`src/rtl/core_pkg.sv`:
```
// Shared RV32I core constants and the IF/ID pipeline record.
package core_pkg;

    localparam int unsigned XLEN = 32;
    localparam int unsigned ILEN = 32;

    localparam logic [XLEN-1:0] RESET_PC  = XLEN'(32'h0000_0000);
    localparam logic [ILEN-1:0] NOP_INSTR = ILEN'(32'h0000_0013);

    // Everything decode needs to know about one fetched instruction
    typedef struct packed {
        logic [ILEN-1:0] instr;
        logic [XLEN-1:0] pc;
        logic [XLEN-1:0] pcplus4;
        logic            valid;
        logic            misalign;
    } if_id_t;

    localparam int unsigned IF_ID_W = $bits(if_id_t);

endpackage

```
`src/rtl/fetch_stage_if.sv`:
```
// Instruction-memory fetch handshake between the IF stage and imem.
interface fetch_stage_if;
    import core_pkg::*;

    logic [XLEN-1:0] PCF;
    logic            ImemRdy;
    logic [ILEN-1:0] ImemRd;

    modport master (output PCF, input ImemRdy, input ImemRd);
    modport slave  (input PCF, output ImemRdy, output ImemRd);

endinterface

```
`src/rtl/flopenrc.sv`:
```
// Register with synchronous reset, enable and synchronous clear.
module flopenrc #(
    parameter int unsigned      WIDTH   = 32,
    parameter logic [WIDTH-1:0] RST_VAL = '0,
    parameter logic [WIDTH-1:0] CLR_VAL = '0
) (
    input  logic             clk,
    input  logic             reset,
    input  logic             en,
    input  logic             clr,
    input  logic [WIDTH-1:0] d,
    output logic [WIDTH-1:0] q
);

    logic [WIDTH-1:0] q_q;
    logic [WIDTH-1:0] q_d;

    // Clear only takes effect when the register is enabled
    always_comb begin
        q_d = q_q;
        if (en) begin
            q_d = clr ? CLR_VAL : d;
        end
    end

    // State register; reset beats enable and clear
    always_ff @(posedge clk) begin
        if (reset) begin
            q_q <= RST_VAL;
        end else begin
            q_q <= q_d;
        end
    end

    assign q = q_q;

endmodule

```
`src/rtl/fetch_stage.sv`:
```
// IF stage and IF/ID pipeline register of the 5-stage RV32I core.
module fetch_stage
    import core_pkg::XLEN;
    import core_pkg::ILEN;
    import core_pkg::if_id_t;
    import core_pkg::IF_ID_W;
#(
    parameter logic [XLEN-1:0] RESET_PC  = core_pkg::RESET_PC,
    parameter logic [ILEN-1:0] NOP_INSTR = core_pkg::NOP_INSTR
) (
    input  logic                 clk,
    input  logic                 reset,
    input  logic                 StallF,
    input  logic                 StallD,
    input  logic                 FlushD,
    input  logic                 PCSrcE,
    input  logic [XLEN-1:0]      PCTargetE,
    fetch_stage_if.master        imem,
    output logic [ILEN-1:0]      InstrD,
    output logic [XLEN-1:0]      PCD,
    output logic [XLEN-1:0]      PCPlus4D,
    output logic                 ValidD,
    output logic                 MisalignD,
    output logic [31:0]          FetchCount
);

    localparam if_id_t BUBBLE = '{instr: NOP_INSTR, pc: '0, pcplus4: '0,
                                  valid: 1'b0, misalign: 1'b0};

    logic [XLEN-1:0] pcf_q;
    logic [XLEN-1:0] pcplus4f_c;
    logic [XLEN-1:0] pcf_next_c;
    logic            pcf_en_c;

    if_id_t          fetch_c;
    if_id_t          if_id_q;
    logic            ifid_en_c;
    logic            ifid_clr_c;
    logic            capture_c;

    logic [31:0]     fetch_count_q;
    logic [31:0]     fetch_count_d;

    assign pcplus4f_c = pcf_q + XLEN'(4);

    // Next-PC select: a redirect overrides both stall and imem wait
    always_comb begin
        pcf_en_c   = PCSrcE | (~StallF & imem.ImemRdy);
        pcf_next_c = PCSrcE ? PCTargetE : pcplus4f_c;
    end

    flopenrc #(
        .WIDTH   (XLEN),
        .RST_VAL (RESET_PC),
        .CLR_VAL (RESET_PC)
    ) u_pcf (
        .clk   (clk),
        .reset (reset),
        .en    (pcf_en_c),
        .clr   (1'b0),
        .d     (pcf_next_c),
        .q     (pcf_q)
    );

    assign imem.PCF = pcf_q;

    // IF/ID control: flush beats stall; an imem wait inserts a bubble
    always_comb begin
        fetch_c    = '{instr: imem.ImemRd, pc: pcf_q, pcplus4: pcplus4f_c,
                       valid: 1'b1, misalign: |pcf_q[1:0]};
        ifid_en_c  = ~StallD | FlushD;
        ifid_clr_c = FlushD | ~imem.ImemRdy;
        capture_c  = ~StallD & ~FlushD & imem.ImemRdy;
    end

    flopenrc #(
        .WIDTH   (IF_ID_W),
        .RST_VAL (BUBBLE),
        .CLR_VAL (BUBBLE)
    ) u_if_id (
        .clk   (clk),
        .reset (reset),
        .en    (ifid_en_c),
        .clr   (ifid_clr_c),
        .d     (fetch_c),
        .q     (if_id_q)
    );

    // Fetch counter advances on every real capture into IF/ID
    always_comb begin
        fetch_count_d = fetch_count_q + 32'(capture_c);
    end

    // Fetch counter register
    always_ff @(posedge clk) begin
        if (reset) begin
            fetch_count_q <= 32'd0;
        end else begin
            fetch_count_q <= fetch_count_d;
        end
    end

    assign InstrD     = if_id_q.instr;
    assign PCD        = if_id_q.pc;
    assign PCPlus4D   = if_id_q.pcplus4;
    assign ValidD     = if_id_q.valid;
    assign MisalignD  = if_id_q.misalign;
    assign FetchCount = fetch_count_q;

endmodule

```
`src/flat_wrapper.sv`:
```
// flat-port wrapper written by rule: the top's interface ports become plain ports
module fetch_stage_flat import core_pkg::XLEN; import core_pkg::ILEN; import core_pkg::if_id_t; import core_pkg::IF_ID_W;
#(
    parameter logic [XLEN-1:0] RESET_PC  = core_pkg::RESET_PC,
    parameter logic [ILEN-1:0] NOP_INSTR = core_pkg::NOP_INSTR
)
  (clk, reset, StallF, StallD, FlushD, PCSrcE, PCTargetE, InstrD, PCD, PCPlus4D, ValidD, MisalignD, FetchCount, imem_PCF, imem_ImemRdy, imem_ImemRd);
  fetch_stage_if imem_i ();
  input  logic clk;
  input  logic reset;
  input  logic StallF;
  input  logic StallD;
  input  logic FlushD;
  input  logic PCSrcE;
  input  logic [XLEN-1:0] PCTargetE;
  output logic [ILEN-1:0] InstrD;
  output logic [XLEN-1:0] PCD;
  output logic [XLEN-1:0] PCPlus4D;
  output logic ValidD;
  output logic MisalignD;
  output logic [31:0] FetchCount;
  output wire logic [$bits(imem_i.PCF)-1:0] imem_PCF;
  input wire logic [$bits(imem_i.ImemRdy)-1:0] imem_ImemRdy;
  input wire logic [$bits(imem_i.ImemRd)-1:0] imem_ImemRd;
  assign imem_PCF = imem_i.PCF;
  assign imem_i.ImemRdy = imem_ImemRdy;
  assign imem_i.ImemRd = imem_ImemRd;
  fetch_stage #(.RESET_PC(RESET_PC), .NOP_INSTR(NOP_INSTR)) u_core (.clk(clk), .reset(reset), .StallF(StallF), .StallD(StallD), .FlushD(FlushD), .PCSrcE(PCSrcE), .PCTargetE(PCTargetE), .imem(imem_i), .InstrD(InstrD), .PCD(PCD), .PCPlus4D(PCPlus4D), .ValidD(ValidD), .MisalignD(MisalignD), .FetchCount(FetchCount));
endmodule
```
`config.mk`:
```
export PLATFORM = sky130hd
export DESIGN_NAME = fetch_stage_flat
export DESIGN_NICKNAME = d
export VERILOG_FILES = /design/src/rtl/core_pkg.sv /design/src/rtl/fetch_stage_if.sv /design/src/rtl/flopenrc.sv /design/src/rtl/fetch_stage.sv /design/src/flat_wrapper.sv
export SDC_FILE = /design/constraint.sdc
export NUM_CORES = 1
export LEC_CHECK = 0
export BUFFER_PORTS_ARGS = -buffer_cell sky130_fd_sc_hd__buf_2
export CORE_MARGIN = 2
export CORE_UTILIZATION = 35
export CTS_BUF_LIST = sky130_fd_sc_hd__clkbuf_4
export CTS_CLUSTER_SIZE = 12
export DETAILED_ROUTE_END_ITERATION = 8
export PLACE_DENSITY = 0.69
export SYNTH_ARGS = -nofsm -noshare
export SYNTH_HDL_FRONTEND = slang
export SYNTH_SLANG_ARGS = --single-unit
```
`constraint.sdc`:
```
create_clock -name clk -period 3 [get_ports clk]
set_input_delay 0.45 -clock clk [delete_from_list [all_inputs] [get_ports clk]]
set_output_delay 0.45 -clock clk [all_outputs]
set_load 0.05 [all_outputs]
```
==> out/metrics.cfg <==
[cells_and_area]
drive_above_1_share_pct=29.0
most-common-layout-cells=buf_2 (231), dfxtp_1 (160), nor2_1 (112), a22oi_1 (65), nand2_1 (60)
final_common_cell=buf_2
final_nets=1098
syn2layout_area_growth_pct=23.4
design_area_um2=8770
final_cells=1310

[sta]
slew_violations=0
skew_ns=0.0237
clock.fmax_mhz=428
fin_crit_ns=2.33
rsz0062_at_grt=no
max_slew_margin_pct=42.0
setup_violations=0
setup_tns_ns=0
post-route-period-util_pct=77.8
worst_slew_pin_slew_ns=0.871
fin_ws_ns=0.666
hold_viol=0

[clock_tree]
cts_max_path_buffers=2
cts-hold-fix-buffers=0
cts_tree=done
cts.repair.resized=0
postCtsSetupRepairBufs=0
worstSkewPairLatency_ns=0.57
htreeDepth=4
root_buffer=clkbuf_4
cts_sinks=160
cts_buffers=17
path_clk_slew_ns=0.14

[global_routing]
grtUsageTotal_pct=19.8
grt_pass1_vias=6401
grt_max_degree=84
antenna_found_initial=4
grt_pass1_wl_um=34200
overflow=0

[routing]
detail-route-antenna-nets=0
vias=7053
post_drt_wl_per_cell_um=16.6
vias_per_cell=5.38
drt_iter0_markers=475
routed_wirelength_um=21800
drcViolationCount=0
first_pass_iters=5

[placement]
portBuffers=232
gp_congestion=0.856
dp_cells=1275
dpl_worst_slack_ns=0.216
placed_cell_area_um2=8480
dp_hpwl_um=15300

[critical_path]
end_kind=register
reg2reg_depth=4
critPathLaunchType=register
r2r_setup_slack_ns=0.67
crit_path_start=u_core.u_pcf.q[4]
critical_path_arrival_ns=2.82
crit_fanout=10
cp-endpoint=u_core.u_pcf.q[29]
r2r-start=u_core.u_pcf.q[4]
worstPathRequired_ns=3.48
r2r_end=u_core.u_pcf.q[29]
path_class=reg -> reg

[floorplanning]
io_pins=233
die_y_um=147
start_util_pct=35.4
die_w_um=147
core_region_area_um2=20100
dieArea_um2=21500
rows=52

[yosys]
synth_flop_cell=dfxtp_1
syn_area_um2=7110
yosysSeqAreaShare_pct=45.1
synth_edf_count=0
async_flop_share_pct=0
yosys_warnings=0
ys_ff_latch=160
synthCells=827
synth_fp_nets=901
yosys.cell_types.count=61
synth.avg_cell_area_um2=8.60

[power]
power_density_nw_per_um2=467
power_mw=4.10
leakage_nw=3.62
peakVddDrop_v=0.000255

[min_path]
hp-class=in -> reg
hold_depth=3

[outcome]
status=finished clean

[job]
drv_cap=0

-- cell type report --
cell class	instances	area, µm²
Clock buffer	17	128
Inverter	13	48.8
Multi-Input combinational cell	577	3550
Clock inverter	15	158
Timing Repair Buffer	255	1340
Sequential cell	160	3200
Fill cell	2077	11300
Tap cell	270	338
Antenna cell	3	7.51
-- synth_stat cells (3+ instances only) --
cell	instances	share of area, %
a2111oi_0	6	0.74
a211oi_1	9	0.95
a21oi_1	24	1.7
a22oi_1	65	6.9
a311oi_1	11	1.4
a31oi_1	4	0.35
and2_1	8	0.70
and3_1	9	0.79
and4_1	9	1.1
buf_1	4	0.21
buf_2	9	0.63
clkbuf_1	58	3.1
clkbuf_2	3	0.21
dfxtp_1	160	45
ha_1	3	0.53
inv_1	12	0.63
mux2_2	4	0.63
mux2i_1	3	0.42
nand2_1	60	3.2
nand2b_1	6	0.53
nand3_1	34	2.4
nand4_1	17	1.5
nand4b_1	6	0.74
nor2_1	112	5.9
nor2b_1	9	0.79
nor3_1	9	0.63
nor4_1	18	1.6
nor4b_1	5	0.62
o211ai_1	11	1.2
o21a_1	3	0.32
o21ai_0	24	1.7
o22ai_1	3	0.26
o31ai_1	13	1.4
or3_1	8	0.70
or4_1	24	2.5
xnor2_1	17	2.1
xor2_1	15	1.8
-- power by group --
part           total (mW)  switching [mW]  leakage (nW)  internal [mW]
Sequential           2.25          0.0764          1.30           2.18
Clock                1.33           0.831         0.137          0.500
Combinational       0.515           0.365          2.18          0.151
Total                4.10            1.27          3.62           2.83
-- metrics by stage --
stage / util (%) / hold slack, ns
2_1_floorplan: - / 0.595
3_3_place_gp: 42.2 / 0.432
3_5_place_dp: 42.2 / 0.442
4_1_cts: 43.6 / 0.0665
5_1_grt: 43.6 / 0.0703
6_report: 43.6 / 0.115
-- routing by layer --
layer | vias up | part of all wire, % | track usage (%)
li1 | 3436 | - | -
met5 | - | 0.060 | 0
met2 | 227 | 48 | 32.0
met3 | 31 | 6.9 | 5.34
met4 | 2 | 1.9 | 6.41
met1 | 3357 | 44 | 25.8
-- registers in the layout, summed over array words and instances (netlist names) --
signal / flops
u_core.u_pcf.q: 32
u_core.FetchCount: 32
u_core.u_if_id.q: 96
-- worst min path at each step --
stage | from | end
after floorplan | PCTargetE[2] | u_core.u_pcf.q[2]
after global placement | u_core.u_if_id.q[13] | u_core.u_if_id.q[13]
after detailed placement | u_core.u_if_id.q[13] | u_core.u_if_id.q[13]
after CTS | PCTargetE[4] | u_core.u_pcf.q[4]
after global routing | PCTargetE[4] | u_core.u_pcf.q[4]
final | PCTargetE[4] | u_core.u_pcf.q[4]
-- critical path, cell delays in order, from the launching register on --
cell	delay (ns)
dfxtp_1	0.61
nand4_4	0.27
or4_4	0.60
or4_1	0.52
a311oi_1	0.24
-- logic make-up after synthesis --
kind of cell / count (synthesis) / synth area share [%]
buffers and inverters: 90 / 5.17
and+or+nand+nor: 344 / 25.3
AOI/OAI and AO/OA: 191 / 19.0
xor gates and xnor gates: 32 / 3.94
adders and majority gates: 3 / 0.528
DFF: 160 / 45.1
muxes: 7 / 1.06
No activity file was read; power rests on OpenSTA's default activity.
